File: src/rtl/cpu2core_cpu_1_cpu_oci_dct_packer.sv
// Packs 2-bit trace frames into 15-slot words for the OCI trace path, with
// an idle timeout and an end-of-test drain sequence.
module cpu2core_cpu_1_cpu_oci_dct_packer #(
  parameter int unsigned TIMEOUT_CYCLES = 255
) (
  input  logic        clk,
  input  logic        reset,
  input  logic        tr_valid,
  input  logic [1:0]  tr_frame,
  output logic        tr_ready,
  input  logic        flush,
  output logic [29:0] dct_buffer,
  output logic [3:0]  dct_count,
  output logic        dct_valid,
  input  logic        dct_ready,
  output logic        test_ending,
  output logic        test_has_ended
);

  localparam int unsigned FRAME_W = 2;
  localparam int unsigned SLOTS   = 15;
  localparam int unsigned BUF_W   = FRAME_W * SLOTS;
  localparam int unsigned CNT_W   = 4;
  localparam int unsigned IDLE_W  = 16;

  typedef enum logic [1:0] {
    ST_RUN,
    ST_DRAIN,
    ST_ENDED
  } state_t;

  state_t             state;
  logic [BUF_W-1:0]   acc;
  logic [CNT_W-1:0]   acc_cnt;
  logic [IDLE_W-1:0]  idle;

  logic               slot_free;
  logic               accept;
  logic               acc_full;
  logic               timeout_hit;
  logic               xfer_req;
  logic               transfer;
  logic [BUF_W-1:0]   frame_ins;

  assign slot_free   = !dct_valid || dct_ready;
  assign acc_full    = (acc_cnt == CNT_W'(SLOTS));
  assign tr_ready    = (state == ST_RUN) && (!acc_full || slot_free);
  assign accept      = tr_valid && tr_ready;
  assign timeout_hit = (acc_cnt != '0) && (idle == IDLE_W'(TIMEOUT_CYCLES));
  assign xfer_req    = acc_full || timeout_hit ||
                       ((state == ST_DRAIN) && (acc_cnt != '0));
  assign transfer    = xfer_req && slot_free;

  // Incoming frame positioned at the next free accumulator slot.
  always_comb begin
    frame_ins = '0;
    for (int k = 0; k < int'(SLOTS); k++) begin
      if (CNT_W'(k) == acc_cnt) frame_ins[FRAME_W*k +: FRAME_W] = tr_frame;
    end
  end

  // Accumulator, idle counter and output word.
  always_ff @(posedge clk or posedge reset) begin
    if (reset) begin
      acc        <= '0;
      acc_cnt    <= '0;
      idle       <= '0;
      dct_buffer <= '0;
      dct_count  <= '0;
      dct_valid  <= 1'b0;
    end else begin
      if (transfer) begin
        dct_buffer <= acc;
        dct_count  <= acc_cnt;
        dct_valid  <= 1'b1;
        // A frame arriving alongside the transfer starts the next word.
        acc        <= accept ? BUF_W'(tr_frame) : '0;
        acc_cnt    <= accept ? CNT_W'(1) : '0;
      end else begin
        if (dct_ready) dct_valid <= 1'b0;
        if (accept) begin
          acc     <= acc | frame_ins;
          acc_cnt <= acc_cnt + CNT_W'(1);
        end
      end

      if (accept || transfer) begin
        idle <= '0;
      end else if ((acc_cnt != '0) && (idle != IDLE_W'(TIMEOUT_CYCLES))) begin
        idle <= idle + IDLE_W'(1);
      end
    end
  end

  // End-of-test sequencing: RUN -> DRAIN on flush, DRAIN -> ENDED once empty.
  always_ff @(posedge clk or posedge reset) begin
    if (reset) begin
      state          <= ST_RUN;
      test_ending    <= 1'b0;
      test_has_ended <= 1'b0;
    end else begin
      case (state)
        ST_RUN: begin
          if (flush) begin
            state       <= ST_DRAIN;
            test_ending <= 1'b1;
          end
        end
        ST_DRAIN: begin
          if ((acc_cnt == '0) && slot_free && !transfer) begin
            state          <= ST_ENDED;
            test_has_ended <= 1'b1;
          end
        end
        ST_ENDED: begin
          state <= ST_ENDED;
        end
        default: begin
          state <= ST_RUN;
        end
      endcase
    end
  end

endmodule

File: config.mk
export PLATFORM = sky130hd
export DESIGN_NAME = cpu2core_cpu_1_cpu_oci_dct_packer
export DESIGN_NICKNAME = d
export VERILOG_FILES = /design/src/rtl/cpu2core_cpu_1_cpu_oci_dct_packer.sv
export SDC_FILE = /design/constraint.sdc
export NUM_CORES = 1
export LEC_CHECK = 0
export ABC_AREA = 0
export CAP_MARGIN = 20
export CORE_UTILIZATION = 55
export CTS_CLUSTER_SIZE = 30
export DETAILED_ROUTE_END_ITERATION = 8
export GPL_TIMING_DRIVEN = 1
export HOLD_SLACK_MARGIN = 0.05
export PLACE_DENSITY_LB_ADDON = 0.12
export REMOVE_ABC_BUFFERS = 1
export SYNTH_ARGS = -nofsm -noshare
export SYNTH_HDL_FRONTEND = slang
export SYNTH_SLANG_ARGS = --single-unit
File: constraint.sdc
create_clock -name clk -period 4.3 [get_ports clk]
set_clock_uncertainty 0.2 [all_clocks]
set_input_delay 0.86 -clock clk [delete_from_list [all_inputs] [get_ports clk]]
set_output_delay 0.86 -clock clk [all_outputs]
set_load 0.1 [all_outputs]
==> impl_metrics.yaml <==
status:
  status: "complete, no violations"
setup_path:
  r2r-end: "idle[2]$_DFFE_PP0P_"
  worstSetupEndpointType: "flip-flop"
  reg2reg_slack_ps: 1020
  cp_cell_sequence: "or4_1 > or4_1 > a211oi_4 > buf_4 > or2b_1 > nor2_1"
  path_class: "flip-flop to flip-flop"
  cpMaxStageDelayCell: "or4_1"
  cp-endpoint: "idle[2]$_DFFE_PP0P_"
  slowest_delay_ps: 720
  ff2ff_path_depth: 6
  path_common_cell: "or4_1"
  worstPathMaxFanout: 13
  cp.required_ps: 4300
  reg2reg_from: "idle[8]$_DFFE_PP0P_"
  cp.arrival_ps: 3290
  cp-startpoint: "idle[8]$_DFFE_PP0P_"
  start_kind: "flip-flop"
power:
  p_sw_share_pct: 45.0
  ir_worst_vdd_v: 0.000341
  power.internal_uw: 1680
  netSwitchingPower_uw: 1370
  seq_power_share_pct: 36.0
  p_comb_share_pct: 45.1
  power-per-cell-area_nw_per_um2: 680
  p_leak_uw: 0.00217
  pwr-share-clk_pct: 18.9
finish:
  num_antenna_cells: 0
  num-nets-final: 382
  utilization_pct: 66.5
  num-fill-cells: 536
  layout.cells.non_filler: 451
  area_growth_pct: 17.5
  layout-drive-gt1-share_pct: 16.2
cts:
  numCtsBuffers: 9
  post_cts_buffers: 0
  cts_resized: 0
  hold_buffers: 0
  clock-sinks: 89
  clock_latency_ps: 340
  cts_root_buf: "clkbuf_8"
  htree_levels: 3
  clock_path_buffers: 2
  clkSlewWorstSetupHoldPaths_ps: 80
  tritoncts: "done"
grt:
  antenna_found_initial: 0
  busiest_layer: "met2"
  met3_usage_pct: 4.86
  grt_use_met2_pct: 35.0
  grtUsageTotal_pct: 21.5
  grt_overflow_total: 0
  grtUsageMet1_pct: 29.4
  grt_start_max_net_pins: 47
  grt_pass1_vias: 2511
  grt_pass1_wl_um: 12100
placement:
  gp_congestion: 0.873
  hpwl_um: 4830
  io_buffers: 44
  place_inst: 436
routing:
  dr_total_vias: 2585
  first_pass_iters: 4
  remaining_drc_errors: 0
  wl_per_cell_um: 15.7
  via_per_inst: 5.73
  antenna_left: 0
  drt_wl_total_um: 7070
  drtIter0Drc: 105
timing:
  rsz0062_at_grt: "no"
  relSlewSlack_pct: 34.7
  finalCriticalPeriod_ps: 3280
  finalHoldViolations: 0
  fmax_mhz: 305
  worst_pin_slew_ps: 977
  setup_viol: 0
  post-route-period-util_pct: 76.4
  slew_viol_final: 0
  finalSetupTns_ps: 0
floorplan:
  rows: 30
  start_util_pct: 56.6
  dieArea_um2: 7290
  dieWidth_um: 85.4
  die_y_um: 85.4
  num_io_pins: 45
  core-area_um2: 6760
yosys:
  netlist_instances: 326
  synth_top_area_share_pct: 58.2
  synth_cell_type_count: 34
  synth_edf_count: 0
  yosysWarnings: 0
  synth_area_leaders: "dfrtp_1 (58%), mux2_2 (10%), nor2_1 (5.1%), a31oi_1 (4.7%), ha_1 (2.6%)"
  postSynthAreaPerCell_um2: 11.7
  ys_seq_elements: 89
  synth_area_um2: 3820
  async_reset_ff_share_pct: 100
  yosysSeqAreaShare_pct: 58.2
  yosysTopAreaCell: "dfrtp_1"
  dominantRegCellSynth: "dfrtp_1"
hold_path:
  hp-class: "flip-flop to flip-flop"
  hold_depth: 1
job:
  cap_viol_max_count: 0
routing by layer:
metal	part of all wire, %	wire length [um]
met5	0	0
met4	0.45	32
met3	4.0	281
met2	48	3420
met1	47	3340
cell usage in the layout (no fill, tap or decap), types with 2 or more instances in the layout:
master,count
clkinv_4,2
nor2_1,52
and3_1,6
clkdlybuf4s50_1,43
and2_1,2
ha_1,8
inv_1,5
nor3_1,4
xor2_1,11
o21a_1,2
buf_4,8
xnor2_1,3
a31oi_1,29
nand4_1,7
mux2_2,34
nand3_1,11
o21ai_0,6
clkinv_2,2
nand2_1,8
nor2b_1,4
mux2i_1,4
o22a_1,2
a21oi_1,4
mux2_1,2
dfrtp_1,89
or4_1,3
clkbuf_8,11
power by group through the flow:
stage,clock (uW),combinational [uW],sequential (uW)
detailed placement,0,1380,1110
floorplan,0,521,1630
global placement,0,1360,1110
finish,579,1380,1100
CTS,591,1390,1100
global route,629,1470,1120
registers in the layout, summed over array words and instances (netlist names):
name,cells
acc_cnt,4
acc,30
test_ending,1
dct_buffer,30
dct_count,4
test_has_ended,1
state,2
idle,16
dct_valid,1
kinds of logic (layout without fill, tap and decap cells):
logic type	Yosys count	after routing	synth area share [%]
buf+inv	27	72	3.93
mux	40	40	11.6
xor+xnor	14	14	3.21
simple gates	101	101	12.3
compound gates	47	47	8.11
fa+ha+maj	8	8	2.62
flops	89	89	58.2
area by class of cell:
cell class / instances / area, um^2 / share of cell area [%]
well taps: 80 / 100 / 2.23
inverters: 6 / 23.8 / 0.529
flip-flops and latches: 89 / 2230 / 49.6
clock buffers: 11 / 151 / 3.37
multi-input cells: 210 / 1450 / 32.2
repair buffers: 51 / 490 / 10.9
clock inverters: 4 / 52.6 / 1.17
critical path: cells and delay by family (launching register included):
kind | cells | cell delay, ps
compound gates | 1 | 490
buf+inv | 1 | 250
flops | 1 | 440
simple gates | 4 | 1780
metrics by stage:
| step | cell area, um^2 | hold WS [ps] | setup slack, ps | power [uW] |
|---|---|---|---|---|
| 6_report | 4490 | 269 | 1020 | 3050 |
| 5_1_grt | 4490 | 306 | 829 | 3210 |
| 4_1_cts | 4490 | 276 | 1010 | 3080 |
| 3_5_place_dp | 4290 | 245 | 1020 | 2500 |
| 3_3_place_gp | 4290 | 245 | 1080 | 2470 |
| 2_1_floorplan | 3700 | 254 | 197 | 2150 |
synth_stat cells, drive strengths merged (7+ instances only):
cell    instances
xor2           11
a31oi          29
buf            11
mux2           36
nand2           8
clkbuf         10
nor2           52
dfrtp          89
nand4           7
nand3          11
ha              8
how the worst min path moves through the flow:
stage	end	slack [ps]	from
final	test_ending$_DFFE_PP0P_	270	test_ending$_DFFE_PP0P_
after global routing	dct_buffer[29]$_DFFE_PP0N_	310	dct_buffer[29]$_DFFE_PP0N_
after CTS	test_ending$_DFFE_PP0P_	280	test_ending$_DFFE_PP0P_
after detailed placement	test_ending$_DFFE_PP0P_	240	test_ending$_DFFE_PP0P_
after global placement	test_ending$_DFFE_PP0P_	250	test_ending$_DFFE_PP0P_
after floorplan	acc[0]$_DFFE_PP0N_	250	acc[0]$_DFFE_PP0N_
(Power assumes the default switching activity.)
==> variant 1 (same flow settings) <==
`IDLE_W`: 16 -> 12.
--- a/src/rtl/cpu2core_cpu_1_cpu_oci_dct_packer.sv
+++ b/src/rtl/cpu2core_cpu_1_cpu_oci_dct_packer.sv
@@ -21,7 +21,7 @@
   localparam int unsigned SLOTS   = 15;
   localparam int unsigned BUF_W   = FRAME_W * SLOTS;
   localparam int unsigned CNT_W   = 4;
-  localparam int unsigned IDLE_W  = 16;
+  localparam int unsigned IDLE_W  = 12;
 
   typedef enum logic [1:0] {
     ST_RUN,
Formal check against the unedited RTL: same outputs for any inputs over 10 cycles, from zero or initial values and one cycle with reset high; that may be too few to reach the edited logic, so the function may still have changed.
==> variant 1 against the unedited design <==
Routed wire length rose by 7.6%. Utilization up 0.78 points. Via count decreased by 1.0%. Worst setup slack improved by 0.074 ns. Sequential cell count shrank 4. Total power is 6.5% higher. Maximum frequency rose by 2.3%. Critical path depth rose by 1. Cell count down 4.0%. Final area grew 1.2%. Area after synthesis rose by 0.23%. Highest routed layer unchanged.
==> variant 1: results <==
[synth]
syn_inst = 305
ys_seq_area_share_pct = 55.5
yosys-top-cells-count = dfrtp_1 (85), nor2_1 (32), mux2_4 (31), a31oi_1 (29), inv_1 (9)

[setup_path]
rrSetupSlack_ns = 1.09
timing.rr.start = acc_cnt[1]
crit_path_top_delay_cell = a31oi_4
cp_top_family = compound AO/OA/AOI/OAI gates
reg2reg_depth = 7
arrival_ns = 3.26
cp_slowest_stage_delay_ns = 0.75

[layout]
largestRegisters = acc x30, dct_buffer x30, idle x12
post-route-util_pct = 67.3
nNetsFinal = 363
fill_cells = 491

[route]
routedWlPerCell_um = 17.6
finalWirelength_um = 7610

[grt]
grt_pass1_vias = 2513
grt_pass1_wl_um = 12800
track_usage_pct = 23.0

[pwr]
p_int_mw = 1.79
peakVddDrop_v = 0.000462

[timing]
whs_ns = 0.270
relSlewSlack_pct = 34.8

[placed_design]
placed_area_sq_um = 4310
hpwl_um = 4920
gp_congestion = 0.823

[run_status]
status = finished, final reports clean

[clock_tree]
clock_latency_ns = 0.36
-- variant 1: cell types whose count changed after synthesis, sizes merged, moves of 4 or more --
cell	change
a211oi	+6
and3	-4
buf	+4
clkbuf	-5
dfrtp	-4
nand3	-7
nor2	-20
nor3	+4
xor2	-10
-- variant 1: final cells by class --
cell class,count,share of cell area (%)
Tap cell,80,2.20
Inverter,9,0.771
Sequential cell,85,46.8
Clock buffer,11,3.33
Multi-Input combinational cell,191,33.9
Clock inverter,5,1.79
Timing Repair Buffer,52,11.2
-- variant 1: kinds of logic after synthesis --
group / share of synthesized area, %
multiplexers: 14.1
flip-flops: 55.5
buffers and inverters: 4.28
adder cells (fa/ha/maj): 2.61
AND/OR/NAND/NOR: 11.4
AO/OA/AOI/OAI: 10.7
XOR/XNOR: 1.37
-- variant 1: worst max path at each step --
stage,from,slack (ns),endpoint,depth (start not counted)
after floorplan,dct_valid,0.66,tr_ready,2
after global placement,dct_ready,1.11,dct_buffer[28],5
after detailed placement,dct_ready,1.09,dct_buffer[28],5
after CTS,dct_ready,1.10,tr_ready,4
after global routing,acc_cnt[0],0.89,dct_count[3],7
final,acc_cnt[1],1.09,dct_buffer[28],7
-- variant 1: power by group through the flow --
| stage | Combinational, mW | Sequential [mW] | Clock (mW) |
|---|---|---|---|
| after floorplan | 0.621 | 1.64 | 0 |
| after global placement | 1.50 | 1.10 | 0 |
| after detailed placement | 1.52 | 1.10 | 0 |
| after CTS | 1.52 | 1.09 | 0.659 |
| after global routing | 1.61 | 1.11 | 0.695 |
| final | 1.52 | 1.09 | 0.647 |
-- variant 1: metal layers --
metal  vias up  part of all wire (%)  track usage (%)
li1       1200                     -                -
met1      1274                    47             31.9
met2        72                    47             35.6
met3        13                   3.9             4.33
met4         0                   1.9             10.5
met5         -                     0                0
==> variant 2 (same flow settings) <==
Made on the original files. Put one more register stage on the output `dct_count`. The value now appears one clock later. The other outputs are not delayed to match.
--- a/src/rtl/cpu2core_cpu_1_cpu_oci_dct_packer.sv
+++ b/src/rtl/cpu2core_cpu_1_cpu_oci_dct_packer.sv
@@ -28,6 +28,8 @@
     ST_DRAIN,
     ST_ENDED
   } state_t;
+
+  logic [3:0] dct_count_s0;
 
   state_t             state;
   logic [BUF_W-1:0]   acc;
@@ -66,12 +68,12 @@
       acc_cnt    <= '0;
       idle       <= '0;
       dct_buffer <= '0;
-      dct_count  <= '0;
+      dct_count_s0 <= '0;
       dct_valid  <= 1'b0;
     end else begin
       if (transfer) begin
         dct_buffer <= acc;
-        dct_count  <= acc_cnt;
+        dct_count_s0 <= acc_cnt;
         dct_valid  <= 1'b1;
         // A frame arriving alongside the transfer starts the next word.
         acc        <= accept ? BUF_W'(tr_frame) : '0;
@@ -122,5 +124,9 @@
     end
   end
 
+  always_ff @(posedge clk) begin
+    dct_count <= dct_count_s0;
+  end
+
 endmodule
 
Formal check against the unedited RTL: not equivalent (a bounded check fails within 4 cycles, from zero or initial values and one cycle with reset high).
==> variant 2 against the unedited design <==
Area after synthesis rose by 7.8%. Routed wire length rose by 9.3%. Worst setup slack improved by 0.13 ns. Final area rose by 6.5%. Sequential cell count rose by 4. Total power rose by 21%. Sequential share of layout area fell by 1.3 points. Largest cell class unchanged.
==> variant 2: results <==
[grt]
grt_max_degree = 55
grt_pass1_vias = 2572
grt_pass1_wl_um = 13200
track_usage_pct = 22.4

[clock_tree]
post_cts_resized = 0
clockBufferDepth = 2
clock_latency_ns = 0.37
path_clk_slew_ns = 0.09
postCtsSetupBuffers = 0

[setup_path]
arrival_ns = 2.10
cp_slowest_stage_delay_ns = 0.49
crit_path_top_delay_cell = clkdlybuf4s50_1
crit_fanout = 6
cp_top_family = buffers and inverters

[placed_design]
place_inst = 460
placed_area_sq_um = 4580
gp_congestion = 0.755
port_buffers = 44
post-place-ws_ns = 1.09
hpwl_um = 5080

[synth]
ys_warn_count = 0
yosys-top-cells-area = dfrtp_1 (54%), mux2_4 (10%), nor2_1 (4.6%), a31oi_1 (4.4%), xnor2_1 (2.5%)
syn_inst = 335
yosys-top-cells-count = dfrtp_1 (89), nor2_1 (51), a31oi_1 (29), mux2_4 (28)
synthArstFlopShare_pct = 95.7
ys_seq_area_share_pct = 56.0
synth_cell_types = 43

[layout]
fill_cells = 559
nNetsFinal = 387
drive_gt1_share_pct = 19.1
diodes = 0
final_cells = 476

[run_status]
status = finished, final reports clean

[pwr]
p_leak_nw = 2.28
peakVddDrop_v = 0.000522

[timing]
relSlewSlack_pct = 28.5

[route]
drt_pre_antenna_iters = 5
finalWirelength_um = 7730
drt_iter0_markers = 174
vias_per_cell = 5.60

[hold_path]
hold_class = reg2reg
min_path_cells = 0
## variant 2: cell types whose count changed after synthesis, sizes merged, moves of 4 or more
cell    delta
xor2      -11
xnor2      +9
buf        +8
clkbuf     -8
o21ai      +7
nand2      +5
dfxtp      +4
## variant 2: where the power goes
| part | internal [mW] | total, mW | switching [mW] |
|---|---|---|---|
| Combinational | 0.554 | 1.82 | 1.26 |
| Sequential | 1.09 | 1.26 | 0.171 |
| Clock | 0.278 | 0.609 | 0.331 |
## variant 2: area by class of cell
type	instances	area [sq um]	area share [%]
inverters	6	23.8	0.497
clock buffers	9	124	2.59
repair buffers	47	493	10.3
well taps	99	124	2.59
flip-flops and latches	93	2310	48.2
multi-input cells	215	1630	34.1
clock inverters	7	80.1	1.67
## variant 2: cells by family (layout without fill, tap and decap cells)
family / after synthesis / in the layout / share of synthesized area (%)
xor gates and xnor gates: 12 / 12 / 2.55
muxes: 39 / 39 / 13.1
AOI/OAI and AO/OA: 52 / 52 / 8.29
DFF: 93 / 93 / 56.0
adders and majority gates: 8 / 8 / 2.43
buffers and inverters: 27 / 69 / 4.46
and+or+nand+nor: 104 / 104 / 13.2
## variant 2: path summary, 6_finish.rpt
path	slack, ns	startpoint	to
worst max-delay path	1.14	dct_ready	tr_ready
worst min-delay path	0.18	dct_count_s0[3]	dct_count[3]
worst max register to register	1.18	acc_cnt[1]	dct_buffer[26]
worst min register to register	0.18	dct_count_s0[3]	dct_count[3]
max in group asynchronous	2.55	reset	dct_count_s0[1]
min in group asynchronous	0.67	reset	dct_buffer[8]
## variant 2: metal layers
layer / GRT usage, % / up-vias / part of all wire, %
met5: 0 / - / 0
met4: 8.94 / 0 / 1.7
met3: 3.17 / 12 / 3.8
met2: 33.4 / 70 / 45
met1: 33.3 / 1337 / 50
li1: - / 1248 / -
